<file path="config.mk">
export PLATFORM = sky130hd
export DESIGN_NAME = dbg_step_ctrl
export DESIGN_NICKNAME = d
export VERILOG_FILES = /design/src/rtl/dbg_step_ctrl.sv
export SDC_FILE = /design/constraint.sdc
export NUM_CORES = 1
export LEC_CHECK = 0
export CAP_MARGIN = 40
export CORE_MARGIN = 8
export CORE_UTILIZATION = 40
export DETAILED_ROUTE_END_ITERATION = 12
export GPL_TIMING_DRIVEN = 0
export MAX_ROUTING_LAYER = met4
export PLACE_DENSITY = 0.61
export SLEW_MARGIN = 20
export SYNTH_ARGS = -nofsm -noshare
export SYNTH_HDL_FRONTEND = slang
export SYNTH_SLANG_ARGS = --single-unit
</file>
<file path="constraint.sdc">
create_clock -name clk -period 2.35 [get_ports clk]
set_input_delay 0.235 -clock clk [delete_from_list [all_inputs] [get_ports clk]]
set_output_delay 0.235 -clock clk [all_outputs]
set_load 0.01 [all_outputs]
</file>
<file path="src/rtl/dbg_step_ctrl.sv">
// ----------------------------------------------------------------------------
// dbg_step_ctrl
//
// Step/run controller for the debug unit. It accepts command bytes from the
// host UART and advances the pipeline one step, N steps, or freely until the
// program halts. After each step command or run it triggers one debug-data
// dump. It reports completion when the program halts or the host sends EXIT.
//
// Ports:
//   clk             clock
//   rst             synchronous, active-low reset
//   i_start         enter step mode (only honoured in IDLE)
//   i_rx_data       received command/operand byte
//   i_rx_done       1-cycle strobe, i_rx_data valid
//   i_done_send     debug-data send engine finished
//   i_pipe_running  1 while the program has not halted
//   o_step          pipeline advance enable, one cycle per step
//   o_start_send    1-cycle pulse, start a debug dump
//   o_done          1-cycle pulse, step mode finished
//   o_busy          high in every state except IDLE
//   o_steps_done    o_step cycles since the last accepted i_start (saturating)
// ----------------------------------------------------------------------------
module dbg_step_ctrl #(
   parameter int                DATA_W    = 8,
   parameter int                CNT_W     = 8,
   parameter logic [DATA_W-1:0] CMD_STEP  = 8'h0F,
   parameter logic [DATA_W-1:0] CMD_STEPN = 8'h0E,
   parameter logic [DATA_W-1:0] CMD_RUN   = 8'h10,
   parameter logic [DATA_W-1:0] CMD_EXIT  = 8'h1F,
   parameter int                SETTLE    = 2
) (
   input  logic              clk,
   input  logic              rst,
   input  logic              i_start,
   input  logic [DATA_W-1:0] i_rx_data,
   input  logic              i_rx_done,
   input  logic              i_done_send,
   input  logic              i_pipe_running,
   output logic              o_step,
   output logic              o_start_send,
   output logic              o_done,
   output logic              o_busy,
   output logic [CNT_W-1:0]  o_steps_done
);

   // The settle counter only has to hold SETTLE-1.
   localparam int                   SETTLE_W    = (SETTLE > 1) ? $clog2(SETTLE) : 1;
   localparam logic [SETTLE_W-1:0]  SETTLE_LOAD = SETTLE_W'(SETTLE - 1);
   localparam logic [CNT_W-1:0]     CNT_ONE     = CNT_W'(1);
   localparam logic [CNT_W-1:0]     CNT_MAX     = '1;

   typedef enum logic [3:0] {
      S_IDLE,
      S_WAIT_CMD,
      S_WAIT_CNT,
      S_STEP,
      S_SETTLE,
      S_SEND,
      S_WAIT_SEND,
      S_CHECK,
      S_RUN,
      S_DONE
   } state_t;

   state_t               state;
   state_t               state_nxt;
   logic [CNT_W-1:0]     remaining;
   logic [CNT_W-1:0]     remaining_nxt;
   logic [SETTLE_W-1:0]  settle_cnt;
   logic [SETTLE_W-1:0]  settle_nxt;
   logic [CNT_W-1:0]     steps_cnt;
   logic                 clear_steps;
   logic                 step_q;
   logic                 send_q;
   logic                 done_q;
   logic                 busy_q;
   logic                 run_step;

   // In RUN the pipeline advances in exactly the cycles where it is still
   // running, so that one enable has to follow i_pipe_running within the
   // same cycle. Every other output comes straight from a flop.
   assign run_step     = (state == S_RUN) && i_pipe_running;
   assign o_step       = step_q | run_step;
   assign o_start_send = send_q;
   assign o_done       = done_q;
   assign o_busy       = busy_q;
   assign o_steps_done = steps_cnt;

   // Next-state and datapath decisions. Received bytes are only looked at
   // while waiting for a command or an operand; anywhere else they are
   // simply dropped. A halt seen at the end of a settle window cuts a burst
   // short, but the dump still goes out once.
   always_comb begin
      state_nxt     = state;
      remaining_nxt = remaining;
      settle_nxt    = settle_cnt;
      clear_steps   = 1'b0;
      case (state)
         S_IDLE: begin
            if (i_start) begin
               state_nxt   = S_WAIT_CMD;
               clear_steps = 1'b1;
            end
         end
         S_WAIT_CMD: begin
            if (i_rx_done) begin
               if (i_rx_data == CMD_STEP) begin
                  remaining_nxt = CNT_ONE;
                  state_nxt     = S_STEP;
               end else if (i_rx_data == CMD_STEPN) begin
                  state_nxt = S_WAIT_CNT;
               end else if (i_rx_data == CMD_RUN) begin
                  state_nxt = S_RUN;
               end else if (i_rx_data == CMD_EXIT) begin
                  state_nxt = S_DONE;
               end
            end
         end
         S_WAIT_CNT: begin
            if (i_rx_done) begin
               remaining_nxt = i_rx_data[CNT_W-1:0];
               state_nxt     = (i_rx_data[CNT_W-1:0] == '0) ? S_WAIT_CMD : S_STEP;
            end
         end
         S_STEP: begin
            remaining_nxt = remaining - CNT_ONE;
            settle_nxt    = SETTLE_LOAD;
            state_nxt     = S_SETTLE;
         end
         S_SETTLE: begin
            if (settle_cnt != '0) begin
               settle_nxt = settle_cnt - SETTLE_W'(1);
            end else if ((remaining != '0) && i_pipe_running) begin
               state_nxt = S_STEP;
            end else begin
               state_nxt = S_SEND;
            end
         end
         S_RUN: begin
            if (!i_pipe_running) begin
               remaining_nxt = '0;
               settle_nxt    = SETTLE_LOAD;
               state_nxt     = S_SETTLE;
            end
         end
         S_SEND: begin
            state_nxt = S_WAIT_SEND;
         end
         S_WAIT_SEND: begin
            if (i_done_send) begin
               state_nxt = S_CHECK;
            end
         end
         S_CHECK: begin
            state_nxt = i_pipe_running ? S_WAIT_CMD : S_DONE;
         end
         S_DONE: begin
            state_nxt = S_IDLE;
         end
         default: begin
            // Unreachable encodings fall back to a clean IDLE.
            state_nxt     = S_IDLE;
            remaining_nxt = '0;
            settle_nxt    = '0;
         end
      endcase
   end

   // State register. The state-only outputs are registered from the next
   // state so they line up exactly with the state they belong to. The step
   // counter counts every cycle o_step is high and sticks at all-ones.
   always_ff @(posedge clk) begin
      if (!rst) begin
         state      <= S_IDLE;
         remaining  <= '0;
         settle_cnt <= '0;
         steps_cnt  <= '0;
         step_q     <= 1'b0;
         send_q     <= 1'b0;
         done_q     <= 1'b0;
         busy_q     <= 1'b0;
      end else begin
         state      <= state_nxt;
         remaining  <= remaining_nxt;
         settle_cnt <= settle_nxt;
         step_q     <= (state_nxt == S_STEP);
         send_q     <= (state_nxt == S_SEND);
         done_q     <= (state_nxt == S_DONE);
         busy_q     <= (state_nxt != S_IDLE);
         if (clear_steps) begin
            steps_cnt <= '0;
         end else if (o_step && (steps_cnt != CNT_MAX)) begin
            steps_cnt <= steps_cnt + CNT_ONE;
         end
      end
   end

endmodule

</file>
==> flow_summary.yaml <==
worst_setup_path:
  cp.required_ns: 2.51
  crit_path_start_kind: "flip-flop"
  crit_type: "flip-flop to flip-flop"
  path_max_fanout: 5
  end_kind: "flip-flop"
  arrival_ns: 2.29
place:
  placed_area_um2: 1830
  hpwlAfterDp_um: 3050
  gp_congestion: 0.842
  port_buffers: 24
  place_inst: 263
sta:
  max_freq_ghz: 0.469
  rsz0062_at_grt: "false"
  worst_slew_pin_slew_ns: 0.754
  slew_headroom: 0.496
  maxSlewViolCount: 0
  min_period_over_period: 0.908
  finalHoldViolCount: 0
  fin_setup_tns_ns: 0
  setup_viol: 0
  fin_skew_ns: 0.00345
  period_minus_slack_ns: 2.13
synthesis:
  synth_area_leaders: "dfxtp_1 (33%), o21ai_0 (4.9%), xnor2_1 (4.6%)"
  avgSynthCellArea_um2: 8.03
  synth_cell_types: 44
  ys_seq_area_frac: 0.326
  synth_async_sr_flop_share: 0
  syn_area_um2: 1530
  ys_seq_elements: 25
  synth_top_area_cell: "dfxtp_1"
  synth_top_cell_area_share: 0.326
  ys.flop_type: "dfxtp_1"
  yosys_warnings: 0
  syn_inst: 191
  synth_edf_count: 0
  syn-num-nets: 207
pwr:
  seq_power_share: 0.441
  power_frac_comb: 0.307
  netSwitchingFraction: 0.328
  ir_drop_v: 0.000221
  pwr-share-clk: 0.252
  power.internal_mw: 0.713
  p_switching_mw: 0.348
  pwr_density_cell_nw_per_um2: 562
  p_leak_nw: 0.661
cts:
  cts_max_level: 1
  clkTransAtPathRegs_ns: 0.09
  clk_path_buf_depth: 2
  cts_tree: "built"
  post_cts_buffers: 0
  numCtsBuffers: 3
  cts-root-buf: "clkbuf_8"
  clkSinkCount: 25
  clk_latency_ns: 0.27
floorplan:
  core_area_um2: 3690
  die_area_um2: 6070
  die_y_um: 77.9
  pin_count: 26
  die_w_um: 77.9
  initial_core_util: 0.416
  rows: 22
finish:
  final_cell_area_um2: 1890
  diodes: 0
  fill_cells: 378
  fin_util: 0.512
  stdcell_count: 267
  layout-drive-gt1-share: 0.100
  nets: 236
  areaGrowthSynthToFinish_pct: 23.1
worst_hold_path:
  holdCritPathClass: "primary input to flip-flop"
global_routing:
  grt_pass1_vias: 1432
  grt_max_degree: 16
  antenna_found_initial: 0
  grt.overflow.total: 0
  track_usage: 0.133
  grt_pass1_wl_um: 6580
drt:
  postRouteAntennaNets: 0
  drc_errors: 0
  vias: 1475
  drt_pass1_iterations: 4
  drtIter0Drc: 150
  vias_per_cell: 5.52
  wl_per_cell_um: 14.7
  wl_um: 3940
run_status:
  outcome: "complete, no violations"
job:
  drv_cap: 0
[worst max-delay path, stage by stage (launching register included)]
cell      delay [ns]
dfxtp_1         0.42
inv_1           0.06
ha_1            0.21
inv_1           0.12
nor4_2          0.07
o31ai_1         0.35
o21ai_0         0.17
and2_1          0.21
a2111o_1        0.39
[placed cells by master (no fill, tap or decap), drive strengths merged]
cell type      Yosys  routed
or3                3       3
o21ai             15      15
a2111o             1       1
nor4b              1       1
a21oi             11      11
nor4               5       5
o22ai              3       3
clkbuf             2       5
or4                2       2
nor2b             10      10
and3               4       4
xnor2              8       8
o2111ai            1       1
nand4              2       2
clkdlybuf4s50      0      24
inv                7       7
a32oi              1       1
dfxtp             25      25
a22oi              6       6
nand2             17      17
o31ai              3       3
a21o               1       1
a31oi              3       3
o31a               1       1
nand3b             1       1
and4               2       2
o211ai             2       2
buf                6       6
nor2              18      18
nand3              6       6
and2               5       5
clkinvlp           0       1
nor3b              1       1
a211oi             4       4
xor2               4       4
o2bb2a             1       1
ha                 2       2
nor3               7       7
[sequential cells by signal (all words and copies together) (netlist names)]
register / flops
o_busy: 1
step_q: 1
o_steps_done: 8
state: 4
remaining: 8
settle_cnt: 1
o_start_send: 1
o_done: 1
[final cells by class]
| class | count | area (um^2) | share of cell area |
|---|---|---|---|
| inverters | 7 | 26.3 | 0.0139 |
| plain buffers | 8 | 57.6 | 0.0305 |
| clock buffers | 3 | 41.3 | 0.0219 |
| repair buffers | 24 | 240 | 0.127 |
| flip-flops and latches | 25 | 500 | 0.265 |
| multi-input cells | 151 | 955 | 0.506 |
| well taps | 48 | 60.1 | 0.0318 |
| clock inverters | 1 | 7.51 | 0.00398 |
[timing repair]
action                     in CTS  in global routing
hold buffers                    0                  0
gates resized for setup         0                  1
setup endpoints to repair       0                  1
[cells by family after synthesis]
kind of cell / count (synthesis) / synth area share
AOI/OAI and AO/OA: 53 / 0.226
adders and majority gates: 2 / 0.0163
buffers and inverters: 15 / 0.0546
xor gates and xnor gates: 12 / 0.0685
DFF: 25 / 0.326
and+or+nand+nor: 84 / 0.308
[synthesized netlist by cell type (all sizes together), types with 4 or more instances]
| cell type | count |
|---|---|
| nand2 | 17 |
| buf | 6 |
| xor2 | 4 |
| dfxtp | 25 |
| xnor2 | 8 |
| nor3 | 7 |
| nor2b | 10 |
| and3 | 4 |
| o21ai | 15 |
| a21oi | 11 |
| and2 | 5 |
| nor4 | 5 |
| a211oi | 4 |
| nand3 | 6 |
| nor2 | 18 |
| inv | 7 |
| a22oi | 6 |
[through the flow]
step | power (mW) | setup WS (ns) | hold slack, ns
after floorplan | 0.692 | 0.536 | 0.360
after global placement | 0.789 | 0.00547 | 0.480
after detailed placement | 0.796 | -0.0627 | 0.495
after CTS | 1.06 | 0.142 | 0.459
after global routing | 1.12 | 0.0449 | 0.509
final | 1.06 | 0.216 | 0.458
[power by group through the flow]
stage               registers (mW)  logic (mW)  clock network (mW)
floorplan                    0.477       0.215                   0
global placement             0.476       0.313                   0
detailed placement           0.477       0.319                   0
CTS                          0.467       0.321               0.273
global route                 0.471       0.361               0.290
finish                       0.468       0.325               0.267
[path summary, 6_finish.rpt]
kind | startpoint | end | slack [ns] | cells after the start
setup / recovery | remaining[0] | o_busy | 0.22 | 8
hold / removal | i_rx_data[4] | remaining[4] | 0.46 | 5
setup reg to reg | remaining[0] | o_busy | 0.22 | 8
hold reg to reg | o_steps_done[6] | o_steps_done[6] | 0.50 | 1
[layer usage]
layer,GRT usage,share of wire,up-vias
li1,-,-,745
met1,0.158,0.47,703
met2,0.228,0.48,23
met3,0.0253,0.038,4
met4,0.0278,0.0091,0
met5,-,0,-
Power figures use the tool's default switching activity.
